$ cat src/rtl/ps2_key_rx_if.sv
// PS/2 keyboard pin and key-event bundle for ps2_key_rx.
// master drives the keyboard lines and consumes events; slave is the receiver.
interface ps2_key_rx_if;
  logic        ps2_kbd_clk;
  logic        ps2_kbd_data;
  logic [10:0] ps2_key;
  logic        rx_error;

  modport master (
    output ps2_kbd_clk,
    output ps2_kbd_data,
    input  ps2_key,
    input  rx_error
  );

  modport slave (
    input  ps2_kbd_clk,
    input  ps2_kbd_data,
    output ps2_key,
    output rx_error
  );
endinterface

$ cat src/rtl/ps2_key_rx.sv
// PS/2 keyboard receiver: sync + clock filter, 11-bit deframer, E0/F0 prefix folding
// into the toggle-flagged key word. Define PS2_TYPEMATIC_FILTER_EN to drop autorepeat makes.
module ps2_key_rx #(
  parameter int FILTER_LEN     = 8,
  parameter int TIMEOUT_CYCLES = 14318
) (
  input logic           clk_sys,
  input logic           reset,
  ps2_key_rx_if.slave   ps2
);

  localparam int TW = $clog2(TIMEOUT_CYCLES + 1);

  localparam logic [1:0] S_IDLE = 2'd0;
  localparam logic [1:0] S_DATA = 2'd1;
  localparam logic [1:0] S_PAR  = 2'd2;
  localparam logic [1:0] S_STOP = 2'd3;

  logic [1:0]    clk_sync_q, data_sync_q;
  logic          clk_filt_q, clk_filt_d;
  logic [7:0]    filt_cnt_q, filt_cnt_d;
  logic          fall, data_bit;

  logic [1:0]    state_q, state_d;
  logic [2:0]    bit_cnt_q, bit_cnt_d;
  logic [7:0]    shift_q, shift_d;
  logic          par_q, par_d;
  logic [TW-1:0] to_cnt_q, to_cnt_d;

  logic          byte_vld_q, byte_vld_d;
  logic [7:0]    byte_q, byte_d;
  logic          err_q, err_d;

  logic          ext_q, ext_d, brk_q, brk_d;
  logic [10:0]   key_q, key_d;
`ifdef PS2_TYPEMATIC_FILTER_EN
  logic [511:0]  held_q, held_d;
`endif

  assign data_bit = data_sync_q[1];

  // The filtered clock only follows the line after FILTER_LEN matching samples.
  always_comb begin
    clk_filt_d = clk_filt_q;
    filt_cnt_d = '0;
    if (clk_sync_q[1] != clk_filt_q) begin
      if (filt_cnt_q == 8'(FILTER_LEN - 1)) clk_filt_d = clk_sync_q[1];
      else                                  filt_cnt_d = filt_cnt_q + 8'd1;
    end
  end

  assign fall = clk_filt_q & ~clk_filt_d;

  always_comb begin
    state_d    = state_q;
    bit_cnt_d  = bit_cnt_q;
    shift_d    = shift_q;
    par_d      = par_q;
    byte_d     = byte_q;
    byte_vld_d = 1'b0;
    err_d      = 1'b0;
    if (state_q == S_IDLE || fall) to_cnt_d = '0;
    else                           to_cnt_d = to_cnt_q + 1'b1;

    if (state_q != S_IDLE && !fall && to_cnt_q == TW'(TIMEOUT_CYCLES - 1)) begin
      state_d  = S_IDLE;
      err_d    = 1'b1;
      to_cnt_d = '0;
    end else if (fall) begin
      case (state_q)
        S_IDLE: if (!data_bit) begin
          state_d   = S_DATA;
          bit_cnt_d = 3'd0;
        end
        S_DATA: begin
          shift_d   = {data_bit, shift_q[7:1]};
          bit_cnt_d = bit_cnt_q + 3'd1;
          if (bit_cnt_q == 3'd7) state_d = S_PAR;
        end
        S_PAR: begin
          par_d   = data_bit;
          state_d = S_STOP;
        end
        default: begin
          state_d = S_IDLE;
          if (data_bit && (^{shift_q, par_q})) begin
            byte_vld_d = 1'b1;
            byte_d     = shift_q;
          end else begin
            err_d = 1'b1;
          end
        end
      endcase
    end
  end

  // Byte decode stage: prefixes arm flags, real codes emit a toggled event.
  always_comb begin
    ext_d  = ext_q;
    brk_d  = brk_q;
    key_d  = key_q;
`ifdef PS2_TYPEMATIC_FILTER_EN
    held_d = held_q;
`endif
    if (err_q) begin
      ext_d = 1'b0;
      brk_d = 1'b0;
    end else if (byte_vld_q) begin
      case (byte_q)
        8'hE0: ext_d = 1'b1;
        8'hF0: brk_d = 1'b1;
        8'hE1, 8'hAA, 8'hFA, 8'hFE, 8'hEE, 8'h00, 8'hFF: ;
        default: begin
          ext_d = 1'b0;
          brk_d = 1'b0;
`ifdef PS2_TYPEMATIC_FILTER_EN
          if (brk_q) begin
            held_d[{ext_q, byte_q}] = 1'b0;
            key_d = {~key_q[10], 1'b0, ext_q, byte_q};
          end else if (!held_q[{ext_q, byte_q}]) begin
            held_d[{ext_q, byte_q}] = 1'b1;
            key_d = {~key_q[10], 1'b1, ext_q, byte_q};
          end
`else
          key_d = {~key_q[10], ~brk_q, ext_q, byte_q};
`endif
        end
      endcase
    end
  end

  always_ff @(posedge clk_sys) begin
    if (reset) begin
      clk_sync_q  <= 2'b11;
      data_sync_q <= 2'b11;
      clk_filt_q  <= 1'b1;
      filt_cnt_q  <= '0;
      state_q     <= S_IDLE;
      to_cnt_q    <= '0;
      byte_vld_q  <= 1'b0;
      err_q       <= 1'b0;
      ext_q       <= 1'b0;
      brk_q       <= 1'b0;
      key_q       <= '0;
`ifdef PS2_TYPEMATIC_FILTER_EN
      held_q      <= '0;
`endif
    end else begin
      clk_sync_q  <= {clk_sync_q[0], ps2.ps2_kbd_clk};
      data_sync_q <= {data_sync_q[0], ps2.ps2_kbd_data};
      clk_filt_q  <= clk_filt_d;
      filt_cnt_q  <= filt_cnt_d;
      state_q     <= state_d;
      to_cnt_q    <= to_cnt_d;
      byte_vld_q  <= byte_vld_d;
      err_q       <= err_d;
      ext_q       <= ext_d;
      brk_q       <= brk_d;
      key_q       <= key_d;
`ifdef PS2_TYPEMATIC_FILTER_EN
      held_q      <= held_d;
`endif
    end
  end

  always_ff @(posedge clk_sys) begin
    bit_cnt_q <= bit_cnt_d;
    shift_q   <= shift_d;
    par_q     <= par_d;
    byte_q    <= byte_d;
  end

  assign ps2.ps2_key  = key_q;
  assign ps2.rx_error = err_q;

endmodule

$ cat src/flat_wrapper.sv
// flat-port wrapper written by rule: the top's interface ports become plain ports
module ps2_key_rx_flat 
#(
  parameter int FILTER_LEN     = 8,
  parameter int TIMEOUT_CYCLES = 14318
)
  (clk_sys, reset, ps2_ps2_kbd_clk, ps2_ps2_kbd_data, ps2_ps2_key, ps2_rx_error);
  ps2_key_rx_if ps2_i ();
  input logic clk_sys;
  input logic reset;
  input wire logic [$bits(ps2_i.ps2_kbd_clk)-1:0] ps2_ps2_kbd_clk;
  input wire logic [$bits(ps2_i.ps2_kbd_data)-1:0] ps2_ps2_kbd_data;
  output wire logic [$bits(ps2_i.ps2_key)-1:0] ps2_ps2_key;
  output wire logic [$bits(ps2_i.rx_error)-1:0] ps2_rx_error;
  assign ps2_i.ps2_kbd_clk = ps2_ps2_kbd_clk;
  assign ps2_i.ps2_kbd_data = ps2_ps2_kbd_data;
  assign ps2_ps2_key = ps2_i.ps2_key;
  assign ps2_rx_error = ps2_i.rx_error;
  ps2_key_rx #(.FILTER_LEN(FILTER_LEN), .TIMEOUT_CYCLES(TIMEOUT_CYCLES)) u_core (.clk_sys(clk_sys), .reset(reset), .ps2(ps2_i));
endmodule
$ cat config.mk
export PLATFORM = sky130hd
export DESIGN_NAME = ps2_key_rx_flat
export DESIGN_NICKNAME = d
export VERILOG_FILES = /design/src/rtl/ps2_key_rx_if.sv /design/src/rtl/ps2_key_rx.sv /design/src/flat_wrapper.sv
export SDC_FILE = /design/constraint.sdc
export NUM_CORES = 1
export LEC_CHECK = 0
export CAP_MARGIN = 20
export CORE_UTILIZATION = 40
export DETAILED_ROUTE_END_ITERATION = 16
export HOLD_SLACK_MARGIN = 0.02
export PLACE_DENSITY_LB_ADDON = 0.25
export SETUP_SLACK_MARGIN = 0.4
export SYNTH_ARGS = -nofsm -noshare
export SYNTH_HDL_FRONTEND = slang
export SYNTH_SLANG_ARGS = --single-unit
$ cat constraint.sdc
create_clock -name clk_sys -period 2.5 [get_ports clk_sys]
set_input_delay 0.625 -clock clk_sys [delete_from_list [all_inputs] [get_ports clk_sys]]
set_output_delay 0.625 -clock clk_sys [all_outputs]
set_load 0.05 [all_outputs]
---- Word level (Yosys, flattened, before mapping) ----
Index checks and enable logic that the tools add are counted.
storage, ports and cells
  register bits after elaboration ......... 64
  bits in latches ......................... 0
  RAM bits ................................ 0
  ROM bits ................................ 0
  bits of input ports ..................... 4
  output and inout bits ................... 12
  word-level logic and storage cells ...... 87
  memories ................................ 0
cells by class
  add/sub/neg operators ................... 3
  multiply operators ...................... 0
  divide/modulo/power cells ............... 0
  order comparisons ....................... 0
  equal/unequal tests ..................... 16
  shift operators ......................... 0
  mux-type cells .......................... 14
  bitwise gates (word level) .............. 12
  reductions and logical operators ........ 27
operators by type and width
  cell                     number
  $eq A8 B8 Y1 const B     8
  $reduce_or A8 Y1         2
  $add A14 B1 Y14 const B  1
  $eq A14 B14 Y1 const B   1
  $reduce_and A3 Y1        4
  $not A1 Y1               11
  $reduce_or A3 Y1         3
  $reduce_or A9 Y1         1
  $reduce_xor A9 Y1        1
  $add A8 B1 Y8 const B    1
  $eq A8 B3 Y1 const B     1
  $logic_not A8 Y1         1
  $reduce_and A4 Y1        2
  $mux W1                  7
  $pmux W2 S3              1
  $pmux W3 S2              1
  $reduce_or A6 Y1         1
  $mux W2                  2
  $pmux W1 S2              2
  $reduce_and A2 Y1        2
  $reduce_bool A2 Y1       2
  $reduce_or A2 Y1         2
  $add A3 B1 Y3 const B    1
  $eq A3 B3 Y1 const B     1
  11 further kinds         13

---- Depth between registers and ports, before layout ----
  depth in word-level cells ............... 10
  gate-level depth with buffers ........... 9
  gate-level depth less buffers ........... 7

---- Least setup slack after synthesis ----
OpenSTA, ideal clock, no wires.
  path type ............................... reg2reg
  from .................................... register u_core.filt_cnt_q[0]
  to ...................................... register u_core.to_cnt_q[13]
  setup time .............................. 0.062 ns
  arrival time ............................ 1.939 ns
  data required time ...................... 2.438 ns
  path slack .............................. 0.499 ns
  stages on the path, launching flop included .. 10
  buffers on the path ..................... 3
  clock period less this slack ............ 2.001 ns
  cell sequence ........................... dfxtp_1 -> ha_1 -> and3b_1 -> nor2b_4 -> and2_4 -> buf_6 -> or4b_4 -> buf_6 -> buf_12 -> nor2_4
on the way
  longest elaborated chain between the ends .. 9
  elaborated cells on any way between the ends .. 10
  classes of those cells .................. eq/ne: 1; mux: 2; bitwise: 2; reduce/logical: 5
ends and longest elaborated chain
  what                                 RTL line           text
  start: declaration                   ps2_key_rx.sv:21   logic [7:0] filt_cnt_q, filt_cnt_d;
  start signal: assignment             ps2_key_rx.sv:152  filt_cnt_q <= filt_cnt_d;
  $eq A8 B3 Y1 *                       ps2_key_rx.sv:47   if (filt_cnt_q == 8'(FILTER_LEN - 1)) clk_filt_d = clk_sync_q[1];
  $mux W1 *                            ps2_key_rx.sv:47
  $mux W1 *                            ps2_key_rx.sv:46   if (clk_sync_q[1] != clk_filt_q) begin
  $not A1 Y1 *                         ps2_key_rx.sv:52   assign fall = clk_filt_q & ~clk_filt_d;
  $and A1 B1 Y1 *                      ps2_key_rx.sv:52
  $logic_not A1 Y1                     ps2_key_rx.sv:65   if (state_q != S_IDLE && !fall && to_cnt_q == TW'(TIMEOUT_CYCLES - 1)) begin
  $logic_and A1 B1 Y1 (2 in a row)     ps2_key_rx.sv:65
  $reduce_or A3 Y1 (no source line) *  -
  end signal: assignment               ps2_key_rx.sv:154  to_cnt_q <= to_cnt_d;
  end: declaration                     ps2_key_rx.sv:28   logic [TW-1:0] to_cnt_q, to_cnt_d;
Every way passes the cells marked *; elsewhere a longest branch is shown, timed or not.
A chain may end at the register's enable or synchronous reset.

---- Worst setup path after layout ----
  from .................................... register u_core.filt_cnt_q[0]
  to ...................................... register u_core.to_cnt_q[10]
The elaborated chain is that of the path after synthesis.

==> flow_summary_export.csv <==
group,metric,value,unit
floorplan,fp.dieH,85.8,um
setup_path,cp-start-kind,"flop",
global_route,grt_max_degree,15,
placement,place_congestion,0.739,
floorplan,die_width,85.8,um
logic_synthesis,async_flop_share,0,%
global_route,grt_pass1_vias,1778,
timing,fin_crit,1.96,ns
layout,multiInputGateArea,1240,um^2
setup_path,worstPathArrival,2.23,ns
floorplan,rows,30,
clock_tree,root_buffer,"clkbuf_8",
route,drt_iter0_markers,56,
route,routed_wl,4490,um
route,wl_per_cell,11.9,um
timing,finalCritPeriodShare,78.4,%
global_route,grt_pass1_wl,7850,um
logic_synthesis,synth_most_common_cell,"dfxtp_1",
layout,nets,291,
placement,dp_cells,363,
timing,worstMarginPinSlew,0.506,ns
global_route,grt-ovfl-total,0,
timing,setup-tns-final,0,ns
power_and_ir_drop,swShare,19.7,%
route,vias,1844,
setup_path,worstSetupPathType,"flop to flop",
clock_tree,cts_buffers,9,
setup_path,required,2.77,ns
route,via_per_inst,4.87,
power_and_ir_drop,clkPwrFrac,43.6,%
worst_hold_path,worstHoldStart,"u_core.clk_sync_q[0]$_SDFF_PP1_",
flow_run,max-cap-violations,0,
power_and_ir_drop,pwr-share-seq,55.4,%
route,drcViolationCount,0,
setup_path,path_buf_inv,0,
setup_path,r2r_setup_slack,0.54,ns
logic_synthesis,netlist_instances,257,
timing,slew_headroom,66.2,%
global_route,grtUsageTotal,14.0,%
logic_synthesis,synth_seq_cells,64,
setup_path,cpPeakStageDelay,0.66,ns
clock_tree,clock_sinks,64,
setup_path,timing.rr.start,"u_core.filt_cnt_q[0]$_SDFF_PP0_",
global_route,antenna_found_initial,0,
outcome,status,"finished, final reports clean",
worst_hold_path,holdPathStages,1,
timing,rsz0062_at_grt,"false",
setup_path,r2r-end,"u_core.to_cnt_q[10]$_SDFF_PP0_",
logic_synthesis,ys_seq_area_share,52.7,%
power_and_ir_drop,internal_power,1.55,mW
layout,seqCellArea,1480,um^2
setup_path,ff2ff_path_depth,6,
floorplan,die-area,7370,um^2
floorplan,initial_core_util,41.4,%
setup_path,endpoint_kind,"flop",
placement,dp_hpwl,3140,um
logic_synthesis,synth_warnings,0,
timing,maxSlewViolCount,0,
logic_synthesis,syn-num-nets,270,
floorplan,ios,16,
layout,layout.cells.non_filler,379,
logic_synthesis,ys_top_cells_by_count,"dfxtp_1, edfxtp_1, nand3_1",
clock_tree,cts_buffer_depth,2,
worst_hold_path,min_to,"u_core.clk_sync_q[1]$_SDFF_PP1_",
logic_synthesis,synth_top_area_share,31.3,%
layout,area_growth,15.4,%
floorplan,core,6790,um^2
layout,diodes,0,
route,postRouteAntennaNets,0,
timing,fmax,510,MHz
layout,layout-drive-gt1-share,14.1,%
logic_synthesis,synth_area,2810,um^2
timing,setup_viol,0,
timing,finClkSkew,0.00671,ns
logic_synthesis,synth.area.top_cells,"dfxtp_1, edfxtp_1, ha_1",
logic_synthesis,synth_edf_count,20,
route,drtPass1Iterations,4,
clock_tree,cts_tree,"yes",
layout,fill_cells,661,
power_and_ir_drop,ir_worst_vdd,0.376,mV
clock_tree,worst_skew_pair.late_latency,0.33,ns
power_and_ir_drop,p_sw,0.381,mW
logic_synthesis,synthDistinctLibCells,46,
logic_synthesis,ys.flop_type,"dfxtp_1",
placement,io_buffers,15,
power_and_ir_drop,p_per_area,595,nW/um^2
clock_tree,cts_max_level,3,
power_and_ir_drop,p_comb_share,1.0,%
power_and_ir_drop,leakagePower,1.24,nW
logic_synthesis,postSynthAreaPerCell,10.9,um^2
setup_path,crit_family,"simple AND/OR/NAND/NOR gates",
logic_synthesis,synth_area_leader_cell,"dfxtp_1",
clock_tree,clkTransAtPathRegs,0.07,ns
setup_path,cp_max_fo,14,
worst_hold_path,min_path_type,"flop to flop",
setup_path,worstPathCellList,"ha_1, and3b_1, nor2b_4, and2_4, or4b_4, nor2_1",
setup_path,cp_slowest_cell,"or4b_4",
timing,finalHoldViolCount,0,
metal layers:
| metal | track usage [%] | wire, um | vias up |
|---|---|---|---|
| met5 | 0 | 0 | - |
| met3 | 3.46 | 109 | 9 |
| met2 | 21.6 | 2050 | 25 |
| li1 | - | - | 956 |
| met4 | 8.79 | 102 | 0 |
| met1 | 17.5 | 2240 | 854 |
kinds of logic (layout without fill, tap and decap cells):
logic type | after synthesis | after routing | synth area share (%)
AO/OA/AOI/OAI | 37 | 37 | 8.01
XOR/XNOR | 23 | 23 | 8.15
adder cells (fa/ha/maj) | 9 | 9 | 4.01
buffers and inverters | 16 | 42 | 3.29
flip-flops | 64 | 64 | 52.7
multiplexers | 2 | 2 | 0.712
AND/OR/NAND/NOR | 106 | 106 | 23.1
sequential cells by signal, indices dropped and copies added, names as in the netlist, 2 cells and up:
signal,cells
u_core.to_cnt_q,14
u_core.shift_q,8
u_core.filt_cnt_q,8
u_core.data_sync_q,2
u_core.byte_q,8
u_core.bit_cnt_q,3
u_core.clk_sync_q,2
u_core.ps2.ps2_key,11
u_core.state_q,2
cell usage in the layout (no fill, tap or decap), types with 9 or more instances in the layout:
cell type and count:
a21oi_1 14, clkbuf_8 11, dfxtp_1 44, edfxtp_1 20, ha_1 9, nand2_1 11, nand3_1 19, nor2_1 16
o21ai_0 11, xnor2_1 9, xor2_1 12
timing repair:
item	4_1_cts	5_1_grt
setup endpoints to repair	7	13
cloned	0	0
hold buffers	0	0
setup buffers	0	0
pin swaps	0	0
gates resized for setup	7	6
final cells by class:
class | count | share of cell area [%]
flip-flops and latches | 64 | 45.7
multi-input cells | 177 | 38.2
clock buffers | 14 | 5.67
repair buffers | 19 | 5.67
well taps | 96 | 3.70
inverters | 7 | 0.810
clock inverters | 2 | 0.309
worst max-delay path by stage:
stage,from,endpoint,depth (start not counted)
CTS,u_core.ps2.ps2_key[3]$_SDFFE_PP0P_,ps2_ps2_key[3],1
floorplan,u_core.filt_cnt_q[0]$_SDFF_PP0_,u_core.to_cnt_q[13]$_SDFF_PP0_,9
global route,u_core.filt_cnt_q[0]$_SDFF_PP0_,u_core.to_cnt_q[10]$_SDFF_PP0_,6
global placement,reset,u_core.to_cnt_q[9]$_SDFF_PP0_,3
detailed placement,reset,u_core.to_cnt_q[10]$_SDFF_PP0_,3
finish,u_core.filt_cnt_q[0]$_SDFF_PP0_,u_core.to_cnt_q[10]$_SDFF_PP0_,6
power groups by stage:
stage | Sequential [mW] | Clock, mW | Combinational [mW]
floorplan | 1.09 | 0 | 0.00984
global placement | 1.09 | 0 | 0.0197
detailed placement | 1.09 | 0 | 0.0197
CTS | 1.07 | 0.874 | 0.0198
global route | 1.07 | 0.919 | 0.0223
finish | 1.07 | 0.841 | 0.0197
through the flow:
| step | utilization (%) | cell area, um^2 | total power [mW] | hold WS [ns] | worst slack, ns |
|---|---|---|---|---|---|
| 6_report | 47.7 | 3240 | 1.93 | 0.405 | 0.540 |
| 4_1_cts | 47.5 | 3230 | 1.96 | 0.406 | 0.401 |
| 5_1_grt | 47.7 | 3240 | 2.01 | 0.427 | 0.428 |
| 3_3_place_gp | 44.8 | 3040 | 1.11 | 0.392 | 0.382 |
| 2_1_floorplan | - | 2810 | 1.10 | 0.389 | 0.499 |
| 3_5_place_dp | 44.8 | 3040 | 1.11 | 0.395 | 0.372 |
(Power assumes the default switching activity.)
